==> config.mk <==
export PLATFORM = sky130hd
export DESIGN_NAME = core_mem_arbiter_flat
export DESIGN_NICKNAME = d
export VERILOG_FILES = /design/src/rtl/core_mem_arbiter_if.sv /design/src/rtl/core_mem_arbiter.sv /design/src/flat_wrapper.sv
export SDC_FILE = /design/constraint.sdc
export NUM_CORES = 1
export LEC_CHECK = 0
export CAP_MARGIN = 15
export CORE_MARGIN = 4
export CORE_UTILIZATION = 25
export DETAILED_ROUTE_END_ITERATION = 8
export GPL_TIMING_DRIVEN = 0
export PLACE_DENSITY = 0.89
export SLEW_MARGIN = 40
export SYNTH_ARGS = -nofsm -noshare
export SYNTH_HDL_FRONTEND = slang
export SYNTH_SLANG_ARGS = --single-unit
==> constraint.sdc <==
create_clock -name clk_i -period 2.3 [get_ports clk_i]
set_input_delay 0.575 -clock clk_i [delete_from_list [all_inputs] [get_ports clk_i]]
set_output_delay 0.575 -clock clk_i [all_outputs]
set_load 0.005 [all_outputs]
==> src/rtl/core_mem_arbiter_if.sv <==
// Requester and memory-port signal bundle for core_mem_arbiter.
// The slave modport is the arbiter's view; master is the environment's view.
interface core_mem_arbiter_if #(
  parameter int N_REQ = 4
);
  logic [N_REQ-1:0]    req_val;
  logic [N_REQ-1:0]    req_wen;
  logic [8*N_REQ-1:0]  req_addr;
  logic [16*N_REQ-1:0] req_wdata;
  logic [N_REQ-1:0]    req_rdy;
  logic [15:0]         req_rdata;
  logic                mem_val;
  logic                mem_wen;
  logic [7:0]          mem_addr;
  logic [15:0]         mem_wdata;
  logic                mem_rdy;
  logic [15:0]         mem_rdata;

  modport slave (
    input  req_val, req_wen, req_addr, req_wdata, mem_rdy, mem_rdata,
    output req_rdy, req_rdata, mem_val, mem_wen, mem_addr, mem_wdata
  );

  modport master (
    output req_val, req_wen, req_addr, req_wdata, mem_rdy, mem_rdata,
    input  req_rdy, req_rdata, mem_val, mem_wen, mem_addr, mem_wdata
  );
endinterface

==> src/rtl/core_mem_arbiter.sv <==
// Round-robin arbiter sharing one memory RW port among N_REQ requesters.
// Optional macro CORE_MEM_ARB_FIXED_PRIO_EN: requester 0 always wins when requesting.
module core_mem_arbiter #(
  parameter int N_REQ = 4,
  parameter int IDX_W = $clog2(N_REQ)
) (
  input  logic                  clk_i,
  input  logic                  rst_i,
  core_mem_arbiter_if.slave     bus,
  output logic                  busy_o,
  output logic [IDX_W-1:0]      grant_o
);

  typedef enum logic {IDLE, BUSY} state_e;

  state_e            state_q, state_d;
  logic [IDX_W-1:0]  grant_q, grant_d;
  logic [IDX_W-1:0]  rr_ptr_q, rr_ptr_d;

  logic              pick_found;
  logic [IDX_W-1:0]  pick_idx;

  logic [N_REQ-1:0]  req_rdy;
  logic [15:0]       req_rdata;
  logic              mem_val;
  logic              mem_wen;
  logic [7:0]        mem_addr;
  logic [15:0]       mem_wdata;

  // Rotating search from rr_ptr; in fixed-priority builds requester 0 is taken out
  // of the rotation and checked first.
  always_comb begin
    int k;
    pick_found = 1'b0;
    pick_idx   = '0;
    k          = 0;
`ifdef CORE_MEM_ARB_FIXED_PRIO_EN
    if (bus.req_val[0]) begin
      pick_found = 1'b1;
    end
`endif
    for (int i = 0; i < N_REQ; i++) begin
      k = int'(rr_ptr_q) + i;
      if (k >= N_REQ) k = k - N_REQ;
`ifdef CORE_MEM_ARB_FIXED_PRIO_EN
      if (!pick_found && bus.req_val[k] && (k != 0)) begin
`else
      if (!pick_found && bus.req_val[k]) begin
`endif
        pick_found = 1'b1;
        pick_idx   = IDX_W'(k);
      end
    end
  end

  always_comb begin
    state_d   = state_q;
    grant_d   = grant_q;
    rr_ptr_d  = rr_ptr_q;
    req_rdy   = '0;
    req_rdata = '0;
    mem_val   = 1'b0;
    mem_wen   = 1'b0;
    mem_addr  = '0;
    mem_wdata = '0;
    case (state_q)
      IDLE: begin
        if (pick_found) begin
          grant_d = pick_idx;
          state_d = BUSY;
        end
      end
      BUSY: begin
        mem_val   = 1'b1;
        mem_wen   = bus.req_wen[grant_q];
        mem_addr  = bus.req_addr[8*int'(grant_q) +: 8];
        mem_wdata = bus.req_wdata[16*int'(grant_q) +: 16];
        // A reset in the completion cycle drops the transaction without a strobe.
        if (bus.mem_rdy && !rst_i) begin
          req_rdy[grant_q] = 1'b1;
          req_rdata        = bus.mem_rdata;
          state_d          = IDLE;
`ifdef CORE_MEM_ARB_FIXED_PRIO_EN
          if (grant_q != '0) begin
            rr_ptr_d = (grant_q == IDX_W'(N_REQ-1)) ? '0 : grant_q + 1'b1;
          end
`else
          rr_ptr_d = (grant_q == IDX_W'(N_REQ-1)) ? '0 : grant_q + 1'b1;
`endif
        end
      end
      default: state_d = IDLE;
    endcase
  end

  always_ff @(posedge clk_i) begin
    if (rst_i) begin
      state_q  <= IDLE;
      grant_q  <= '0;
      rr_ptr_q <= '0;
    end else begin
      state_q  <= state_d;
      grant_q  <= grant_d;
      rr_ptr_q <= rr_ptr_d;
    end
  end

  assign bus.req_rdy   = req_rdy;
  assign bus.req_rdata = req_rdata;
  assign bus.mem_val   = mem_val;
  assign bus.mem_wen   = mem_wen;
  assign bus.mem_addr  = mem_addr;
  assign bus.mem_wdata = mem_wdata;
  assign busy_o        = (state_q == BUSY);
  assign grant_o       = grant_q;

endmodule

==> src/flat_wrapper.sv <==
// flat-port wrapper written by rule: the top's interface ports become plain ports
module core_mem_arbiter_flat 
#(
  parameter int N_REQ = 4,
  parameter int IDX_W = $clog2(N_REQ)
)
  (clk_i, rst_i, busy_o, grant_o, bus_req_val, bus_req_wen, bus_req_addr, bus_req_wdata, bus_mem_rdy, bus_mem_rdata, bus_req_rdy, bus_req_rdata, bus_mem_val, bus_mem_wen, bus_mem_addr, bus_mem_wdata);
  core_mem_arbiter_if #(.N_REQ(N_REQ)) bus_i ();
  input  logic clk_i;
  input  logic rst_i;
  output logic busy_o;
  output logic [IDX_W-1:0] grant_o;
  input wire logic [$bits(bus_i.req_val)-1:0] bus_req_val;
  input wire logic [$bits(bus_i.req_wen)-1:0] bus_req_wen;
  input wire logic [$bits(bus_i.req_addr)-1:0] bus_req_addr;
  input wire logic [$bits(bus_i.req_wdata)-1:0] bus_req_wdata;
  input wire logic [$bits(bus_i.mem_rdy)-1:0] bus_mem_rdy;
  input wire logic [$bits(bus_i.mem_rdata)-1:0] bus_mem_rdata;
  output wire logic [$bits(bus_i.req_rdy)-1:0] bus_req_rdy;
  output wire logic [$bits(bus_i.req_rdata)-1:0] bus_req_rdata;
  output wire logic [$bits(bus_i.mem_val)-1:0] bus_mem_val;
  output wire logic [$bits(bus_i.mem_wen)-1:0] bus_mem_wen;
  output wire logic [$bits(bus_i.mem_addr)-1:0] bus_mem_addr;
  output wire logic [$bits(bus_i.mem_wdata)-1:0] bus_mem_wdata;
  assign bus_i.req_val = bus_req_val;
  assign bus_i.req_wen = bus_req_wen;
  assign bus_i.req_addr = bus_req_addr;
  assign bus_i.req_wdata = bus_req_wdata;
  assign bus_i.mem_rdy = bus_mem_rdy;
  assign bus_i.mem_rdata = bus_mem_rdata;
  assign bus_req_rdy = bus_i.req_rdy;
  assign bus_req_rdata = bus_i.req_rdata;
  assign bus_mem_val = bus_i.mem_val;
  assign bus_mem_wen = bus_i.mem_wen;
  assign bus_mem_addr = bus_i.mem_addr;
  assign bus_mem_wdata = bus_i.mem_wdata;
  core_mem_arbiter #(.N_REQ(N_REQ), .IDX_W(IDX_W)) u_core (.clk_i(clk_i), .rst_i(rst_i), .bus(bus_i), .busy_o(busy_o), .grant_o(grant_o));
endmodule
; ---- After elaboration in Yosys (flattened, before gate mapping)
; Cells that the tools add are included.
; W data, S select, Z words.
[word_totals]
register_bits = 5
inputBits = 123
out_inout_bits = 49
elab_cells = 76
[classes]
addsub = 8
magnitude_cmp = 10
n_eq_ne = 1
n_shift = 2
muxes = 40
bitwise_logic = 1
reduce_logical = 11
[op_table]
columns = op, n
row1 = $lt A32 B4 Y1 const B, 4
row2 = $mux W32, 4
row3 = $ge A32 B4 Y1 const B, 3
row4 = $sub A32 B4 Y32 const B, 3
row5 = $shiftx A64 B7 Y16, 1
row6 = $mux W16, 3
row7 = $shiftx A32 B6 Y8, 1
row8 = $mux W1, 18
row9 = $bmux W1 S2, 5
row10 = $mux W2, 5
row11 = $mux W4, 2
row12 = $mux W8, 1
row13 = $add A2 B2 Y3 const B, 2
row14 = $logic_and A1 B1 Y1, 5
row15 = $logic_not A1 Y1, 4
row16 = $reduce_and A2 Y1, 2
row17 = $sub A2 B3 Y4 const B, 1
row18 = $add A2 B1 Y3 const B, 1
row19 = $ge A2 B3 Y1 const B, 1
row20 = $lt A2 B3 Y1 const B, 1
row21 = $add A2 B1 Y2 const B, 1
row22 = $demux W1 S2, 1
row23 = $eq A2 B2 Y1 const B, 1
row24 = $ge A2 B1 Y1 const B, 1
row25 = other kinds (2), 2

; ---- Logic depth before layout (Yosys ltp)
; Gate-level depths: netlist of the first run.
[depth]
word_depth = 17
mapped_depth = 6
mapped_depth_nobuf = 4

; ---- Worst setup path after synthesis of the first run
; OpenSTA, ideal clock, no wires.
[synth_timing]
path_type = register -> output
from = reg u_core.grant_q[0] (netlist: u_core.grant_o[0])
to = out bus_mem_addr[4]
t_arrival_ps = 1347
t_required_ps = 1725
slack_ps = 378
stages_incl_launch_ff = 5
n_path_buf = 2
path_cell_list = dfxtp_1 buf_6 buf_12 mux4_2 and2_1
[synth_between]
elab_chain_len = 2
[synth_lines]
columns = element, line_no
row1 = "start, declared", core_mem_arbiter.sv:17  ; logic [IDX_W-1:0] grant_q, grant_d;
row2 = "start signal, assigned", core_mem_arbiter.sv:103  ; grant_q <= grant_d;
row3 = $shiftx A32 B6 Y8, core_mem_arbiter.sv:76  ; mem_addr = bus.req_addr[8*int'(grant_q) +: 8];
row4 = $mux W8, core_mem_arbiter.sv:66  ; case (state_q)
row5 = "end, declared", flat_wrapper.sv:23  ; output wire logic [$bits(bus_i.mem_addr)-1:0] bus_mem_addr;
; No other way between the ends.

; ---- Worst setup path after layout of the first run
[layout_timing]
from = in bus_req_wdata[18]
to = out bus_mem_wdata[2]
[layout_between]
elab_chain_len = 2
[layout_lines]
columns = element, line_no
row1 = "start, declared", flat_wrapper.sv:16  ; input wire logic [$bits(bus_i.req_wdata)-1:0] bus_req_wdata;
row2 = $shiftx A64 B7 Y16, core_mem_arbiter.sv:77  ; mem_wdata = bus.req_wdata[16*int'(grant_q) +: 16];
row3 = $mux W16, core_mem_arbiter.sv:66
row4 = "end, declared", flat_wrapper.sv:24  ; output wire logic [$bits(bus_i.mem_wdata)-1:0] bus_mem_wdata;
; No other way between the ends.

==> reports/results.ini, run 1 <==
[outcome]
status=complete, no violations

[clocking]
clk_path_buf_depth=2
htreeDepth=1
insertion_delay_ns=0.23
clk_pin_slew_ns=0.04
tritoncts=done
clock-sinks=5
cts_buffers=3
cts_root_buf=clkbuf_8

[global_route]
grt_usage=0.200
antenna_found_initial=0
grt_pass1_vias=1919
grt_pass1_wl_mm=9.72
gr-total-overflow=0
grt_max_degree=11

[layout]
multi_input_comb_area_um2=1080
design_area_um2=3210
nFillCells=426
finish.utilization=0.667
n_antenna_cell=0
seqCellArea_um2=101
area_growth_pct=152
nNetsFinal=434
drive_above_1_share=0.304

[floorplan]
num_rows=25
core_um2=4820
ios=172
initial_core_util=0.264
die-height_um=79.4
dieArea_um2=6300
die_x_um=79.4

[route]
first_pass_iters=4
ant_nets=0
wire_per_inst_um=17.6
wl_mm=6.55
avgViaCountPerCell=4.74
drc_errors=0
drt_iter0_drc=54
vias=1768

[yosys]
syn_area_um2=1270
syn_nets=248
synth_edf_count=0
syn_avg_cell_area_um2=10.5
synth-async-reset-ratio=0
yosysWarnings=0
ys_ff_latch=5
synth-seq-area-share=0.0786
ys.flop_type=dfxtp_1
synth_cell_types=27
syn_inst=121

[placement]
place_area_um2=3070
numPortBuffers=171
gp_congestion=0.819
dp_hpwl_mm=5.46
pre_cts_ws_ns=-0.624

[setup_path]
reg2reg_slack_ns=0.94
required_ns=1.73
worstSetupEndpointType=output pin
cp-start-kind=input port
crit_fanout=1
worstSetupPathType=input port to output pin
worstPathArrival_ns=1.71

[sta]
fin_ws_ns=0.0117
report.final.setup_viol=0
hold_violations=0
clock.fmax_mhz=437
report.final.slew_viol_count=0
hold_ws_ns=0.520
relSlewSlack=0.677
finalCritPeriodShare=0.995
min_period_ns=2.29
fin_worst_skew_ns=0.00203
worstMarginPinSlew_ns=0.480

[power_and_ir_drop]
p_leak_nw=1.61
vdd_drop_max_mv=0.208
report.power.total_uw=794
power_density_nw_per_um2=247

[flow_run]
maxCapViolations=0

[hold_path]
hold_path.class=flop to flop

-- cell usage after synthesis, types with 2 or more instances --
master,number,area [um2]
a21oi_1,3,15.0
and2_1,45,282
buf_12,2,40.0
buf_2,3,15.0
clkbuf_1,5,18.8
dfxtp_1,5,100
ha_1,4,50.1
inv_1,5,18.8
mux4_1,7,184
mux4_2,18,405
nand2_1,2,7.51
nor2_1,5,18.8
o21ai_0,2,10.0
o221ai_1,2,17.5
-- path summary, 6_finish.rpt --
check,start,depth (start not counted),to
worst min register to register,u_core.rr_ptr_q[1],2,u_core.rr_ptr_q[1]
worst max register to register,u_core.grant_o[1],6,u_core.rr_ptr_q[1]
worst min-delay path,u_core.rr_ptr_q[1],2,u_core.rr_ptr_q[1]
worst max-delay path,bus_req_wdata[18],4,bus_mem_wdata[2]
-- registers in the layout, summed over array words and instances (netlist names) --
register         cells
u_core.grant_o       2
u_core.rr_ptr_q      2
u_core.busy_o        1
-- per-stage QoR --
step                      instances  setup TNS (ns)
after floorplan                 121               0
after global placement          359          -18.65
after detailed placement        359          -20.27
after CTS                       370               0
after global routing            373        -0.00713
final                           373               0
-- cell type report --
cell class	instances	share of cell area
multi-input combinational	99	0.337
buffer	12	0.0405
inverter	5	0.00584
timing repair buffer	181	0.545
tap	67	0.0261
sequential	5	0.0315
clock buffer	4	0.0140
-- per-layer routing --
| layer | vias up | GRT usage | routed length [um] |
|---|---|---|---|
| met3 | 14 | 0.0519 | 630 |
| li1 | 822 | - | - |
| met5 | - | 0 | 0 |
| met4 | 0 | 0.0704 | 127 |
| met2 | 98 | 0.402 | 3660 |
| met1 | 834 | 0.193 | 2130 |
-- cells in the final DEF, fill, tap and decap left out, types with 2 or more instances in the layout --
| master | netlist | final |
|---|---|---|
| nor2_1 | 5 | 4 |
| clkbuf_1 | 5 | 2 |
| a21oi_1 | 3 | 3 |
| clkbuf_8 | 0 | 6 |
| o21ai_0 | 2 | 2 |
| buf_6 | 1 | 11 |
| o221ai_1 | 2 | 2 |
| mux4_2 | 18 | 25 |
| dlymetal6s2s_1 | 0 | 27 |
| clkdlybuf4s15_1 | 0 | 5 |
| and2_1 | 45 | 30 |
| buf_12 | 2 | 3 |
| ha_1 | 4 | 4 |
| buf_4 | 1 | 10 |
| dfxtp_1 | 5 | 4 |
| inv_1 | 5 | 5 |
| clkbuf_2 | 0 | 4 |
| dlygate4sd2_1 | 0 | 34 |
| and2_4 | 0 | 15 |
| clkdlybuf4s50_1 | 0 | 79 |
| buf_2 | 3 | 16 |
-- cells by family (layout without fill, tap and decap cells) --
logic type / after synthesis / after routing / share of synthesized area
flops: 5 / 5 / 0.0786
buf+inv: 17 / 202 / 0.0874
mux: 25 / 25 / 0.463
fa+ha+maj: 4 / 4 / 0.0393
compound gates: 12 / 12 / 0.0629
simple gates: 58 / 58 / 0.269
-- critical path: stages --
cell and delay [ns]:
clkdlybuf4s50_1 0.42, mux4_2 0.44, and2_1 0.16, buf_2 0.12
-- what timing repair did --
action	CTS	global route
buffers inserted	6	3
gates resized for setup	165	57
hold buffers	0	0
pin swaps	10	2
gates cloned	1	0
setup endpoints to repair	45	28
-- power by group --
| part | switching (mW) | total [mW] | internal [mW] | leakage, nW |
|---|---|---|---|---|
| clock network | 0.0478 | 0.167 | 0.119 | 0.0228 |
| registers | 0.00703 | 0.100 | 0.0931 | 0.0415 |
| logic | 0.152 | 0.526 | 0.374 | 1.54 |
| total | 0.207 | 0.794 | 0.587 | 1.61 |
Power figures use the tool's default switching activity.
==> run 2: changes to the inputs <==
CORE_MARGIN = unset   (was 4)
SKIP_CTS_REPAIR_TIMING = 1   (was unset)
==> run 2 against run 1 <==
The run now ends with negative setup slack left. Clock skew is 0.0018 ns lower. Via count shrank 0.68%. Die area decreased by 15%. Clock power is essentially flat. Largest cell class unchanged. Highest routed layer unchanged.
==> reports/results.ini, run 2 (synthesis gave the netlist of run 1 again) <==
[placement]
pre_cts_ws_ns=-0.594
gp_congestion=0.821
dp_hpwl_mm=4.75
numPortBuffers=171

[clocking]
tritoncts=done
cts_root_buf=clkbuf_8
htreeDepth=1
clock-sinks=5
insertion_delay_ns=0.22
clk_path_buf_depth=2
cts_buffers=3
clk_pin_slew_ns=0.03

[layout]
nNetsFinal=435
n_antenna_cell=0
final_common_cell=dlymetal6s2s_1
layout_common_cells=dlymetal6s2s_1 (77), clkdlybuf4s50_1 (68), and2_1 (31)
area_growth_pct=169
drive_above_1_share=0.303

[hold_path]
hold_path_startpoint=u_core.rr_ptr_q[1]
holdPathStages=2
hold_path.class=flop to flop
hold_end=u_core.rr_ptr_q[1]

[floorplan]
die-height_um=73.4
ios=172
core_um2=4820
num_rows=25
dieArea_um2=5380
die_x_um=73.4
initial_core_util=0.264

[power_and_ir_drop]
p_seq_frac=0.127
vdd_drop_max_mv=0.242
power_density_nw_per_um2=235
pwr-share-comb=0.669
intPower_uw=599
switching_share=0.256
p_clk_frac=0.204
switching_power_uw=206
p_leak_nw=2.15

[outcome]
violations=negative setup slack
status=finished with violations

[global_route]
grt_pass1_vias=1726
antenna_found_initial=0
grt_max_degree=11
gr-total-overflow=0
grt_pass1_wl_mm=8.16
grt_usage=0.198

[sta]
finalCritPeriodShare=1.01
hold_violations=0
hold_ws_ns=0.505
relSlewSlack=0.672
fin_ws_ns=-0.0265
rsz0062_at_grt=yes
clock.fmax_mhz=430
fin_worst_skew_ns=0.000196
min_period_ns=2.33
worstMarginPinSlew_ns=0.488
report.final.setup_viol=2
report.final.slew_viol_count=0

[setup_path]
r2r-end=u_core.rr_ptr_q[1]
required_ns=1.73
worstPathArrival_ns=1.75
reg2reg_slack_ns=0.89
worstSetupEndpointType=output pin
worstSetupPathType=input port to output pin
cp-start-kind=input port
ff2ff_path_depth=6
crit_fanout=1
reg2reg_from=u_core.grant_o[1]

[route]
first_pass_iters=4
wire_per_inst_um=16.7
ant_nets=0
avgViaCountPerCell=4.70
drt_iter0_drc=43
vias=1756
wl_mm=6.26
drc_errors=0

[flow_run]
maxCapViolations=0

[run 2: changes by cell type in the layout (fill, tap and decap cells not counted), sizes merged]
cell and change:
clkbuf +10, dlymetal6s2s +50, buf -9, clkdlybuf4s15 -5, clkdlybuf4s50 -11, dlygate4sd2 -34
[run 2: per-layer routing]
layer	GRT usage	routed length, um	part of all wire	vias to the layer above
li1	-	-	-	822
met1	0.204	2140	0.34	840
met2	0.393	3480	0.56	86
met3	0.0549	573	0.092	8
met4	0.0449	66	0.011	0
met5	0	0	0	-
[run 2: power groups by stage]
stage | clock network [mW] | registers, mW | logic (mW)
after CTS | 0.168 | 0.101 | 0.519
after global routing | 0.170 | 0.103 | 0.576
after detailed placement | 0 | 0.102 | 0.517
after floorplan | 0 | 0.0999 | 0.184
final | 0.164 | 0.102 | 0.539
after global placement | 0 | 0.102 | 0.504
[run 2: how the worst max path moves through the flow]
stage / startpoint / end / slack, ns / cells past startpoint
after floorplan: u_core.grant_o[0] / bus_mem_addr[4] / 0.38 / 4
after global placement: bus_mem_rdy / bus_req_rdata[4] / -0.54 / 6
after detailed placement: bus_mem_rdy / bus_req_rdata[5] / -0.59 / 6
after CTS: bus_mem_rdy / bus_req_rdata[5] / -0.60 / 6
after global routing: bus_req_addr[19] / bus_mem_addr[3] / -0.06 / 4
final: bus_req_addr[11] / bus_mem_addr[3] / -0.03 / 4
[run 2: worst max-delay path, stage by stage]
cell             delay (ns)
clkdlybuf4s50_1        0.39
mux4_1                 0.48
and2_1                 0.16
dlymetal6s2s_1         0.15
[run 2: final cells by class]
class	instances	area [um2]
Multi-Input combinational cell	99	1080
Tap cell	67	83.8
Timing Repair Buffer	182	1970
Clock buffer	4	45.0
Fill cell	378	1390
Buffer	12	125
Sequential cell	5	106
Inverter	5	18.8
[run 2: through the flow]
| step | std cells | TNS, ns | utilization | total power, mW | area, um2 |
|---|---|---|---|---|---|
| 6_report | 374 | -0.0305 | 0.712 | 0.806 | 3430 |
| 5_1_grt | 374 | -0.245 | 0.712 | 0.850 | 3430 |
| 4_1_cts | 363 | -21.36 | 0.646 | 0.787 | 3110 |
| 3_5_place_dp | 359 | -19.70 | 0.637 | 0.619 | 3070 |
| 3_3_place_gp | 359 | -18.36 | 0.637 | 0.606 | 3070 |
| 2_1_floorplan | 121 | 0 | - | 0.284 | 1270 |
==> run 3: changes to the inputs <==
CORE_UTILIZATION = 27   (was 25)
PLACE_DENSITY = 0.94   (was 0.89)
clock period = 3 ns   (was 2.3 ns; I/O delays follow)
==> run 3 against run 2 <==
The flow finishes with violations (design-rule violations). Die area down 7.2%. Critical path depth stayed put. Critical endpoint is now bus_mem_addr[4]. Largest power group unchanged. Via count decreased by 3.4%. Largest cell class unchanged. Wire length fell by 7.3%.
==> reports/results.ini, run 3 (synthesis gave the netlist of run 1 again) <==
[outcome]
status=finished with violations
violations=design-rule violations

[layout]
area_growth_pct=151
drive_above_1_share=0.114
n_antenna_cell=0
layout_common_cells=clkdlybuf4s50_1 (141), and2_1 (45), dlymetal6s2s_1 (30)
finalNonFillerCells=349
nNetsFinal=425
final_common_cell=clkdlybuf4s50_1

[clocking]
clock-sinks=5
cts_root_buf=clkbuf_8
htreeDepth=1
tritoncts=done
clk_pin_slew_ns=0.04
insertion_delay_ns=0.23
clk_path_buf_depth=2
cts_buffers=3

[route]
drt_iter0_drc=87
wl_mm=5.80
avgViaCountPerCell=4.86
ant_nets=0
first_pass_iters=6
wire_per_inst_um=16.6
vias=1696
drc_errors=18

[sta]
report.final.setup_viol=0
relSlewSlack=0.587
hold_violations=0
tns_ns=0
report.final.slew_viol_count=0
clock.fmax_mhz=336
fin_worst_skew_ns=0.00156
worstMarginPinSlew_ns=0.613
finalCritPeriodShare=0.991
rsz0062_at_grt=no
min_period_ns=2.97

[setup_path]
required_ns=2.25
worstPathArrival_ns=2.22
reg2reg_slack_ns=1.45
r2r-end=u_core.rr_ptr_q[1]
worstSetupEndpointType=output pin
crit_fanout=1
reg2reg_from=u_core.grant_o[1]
worstSetupPathType=input port to output pin
ff2ff_path_depth=6
cp-start-kind=input port

[power_and_ir_drop]
p_leak_nw=1.62
power_density_nw_per_um2=187
report.power.total_uw=600
vdd_drop_max_mv=0.169

[flow_run]
maxCapViolations=0

[global_route]
use_met2=0.442
grt_pass1_wl_mm=8.60
grt_max_degree=11
gr-total-overflow=0
grt_use_met1=0.222
grt_usage=0.221
gr-usage-met3=0.0484
grt_pass1_vias=1831
antenna_found_initial=0
busiest_layer=met2

[floorplan]
die_x_um=70.7
initial_core_util=0.287
dieArea_um2=5000
core_um2=4440
ios=172
die-height_um=70.7
num_rows=24

[placement]
gp_congestion=0.833
dp_hpwl_mm=4.80
placed_cells=344
numPortBuffers=171

[hold_path]
hold_path.class=flop to flop
hold_path_startpoint=u_core.rr_ptr_q[1]
holdPathStages=2
hold_end=u_core.rr_ptr_q[1]

## run 3: cell count changes in the layout (fill, tap and decap cells not counted), moves of 3 or more
| cell | change |
|---|---|
| buf_4 | -10 |
| dlymetal6s2s_1 | -47 |
| mux4_2 | -5 |
| clkbuf_2 | -14 |
| clkdlybuf4s50_1 | +73 |
| and2_4 | -14 |
| and2_1 | +14 |
| buf_6 | -11 |
| mux4_1 | +5 |
| dfxtp_1 | +3 |
## run 3: critical path, cell delays in order
cell and delay, ns:
clkdlybuf4s50_1 0.41, mux4_2 0.45, and2_1 0.17, clkdlybuf4s50_1 0.44
## run 3: cell type report
| type | count | area, um2 |
|---|---|---|
| clock buffer | 4 | 45.0 |
| sequential | 5 | 100 |
| tap | 52 | 65.1 |
| multi-input combinational | 99 | 1070 |
| buffer | 12 | 108 |
| fill | 341 | 1240 |
| inverter | 5 | 18.8 |
| timing repair buffer | 172 | 1800 |
## run 3: report_power, final
part | switching [mW] | total, mW | internal, mW
logic | 0.106 | 0.393 | 0.287
registers | 0.00549 | 0.0766 | 0.0711
clock network | 0.0393 | 0.131 | 0.0917
total | 0.150 | 0.600 | 0.450
## run 3: worst max-delay path by stage
stage	start	endpoint	slack, ns	depth (start not counted)
2_1_floorplan	bus_req_addr[8]	bus_mem_addr[0]	0.87	2
3_3_place_gp	bus_mem_rdy	bus_req_rdy[3]	-0.20	6
3_5_place_dp	bus_mem_rdy	bus_req_rdy[3]	-0.27	6
4_1_cts	bus_mem_rdy	bus_req_rdata[1]	-0.27	6
5_1_grt	bus_req_wdata[58]	bus_mem_wdata[10]	0.004	4
6_report	bus_req_addr[28]	bus_mem_addr[4]	0.03	4
## run 3: per-layer routing
layer / part of all wire / wire length, um
met5: 0 / 0
met4: 0.021 / 124
met3: 0.077 / 447
met2: 0.56 / 3260
met1: 0.34 / 1970
## run 3: per-stage QoR
step / worst slack [ns] / cell area, um2 / hold WS, ns / utilization
3_5_place_dp: -0.266 / 3050 / 0.509 / 0.686
3_3_place_gp: -0.200 / 3050 / 0.498 / 0.686
6_report: 0.0274 / 3200 / 0.533 / 0.721
5_1_grt: 0.00371 / 3200 / 0.545 / 0.721
4_1_cts: -0.269 / 3100 / 0.527 / 0.697
2_1_floorplan: 0.869 / 1270 / 0.469 / -
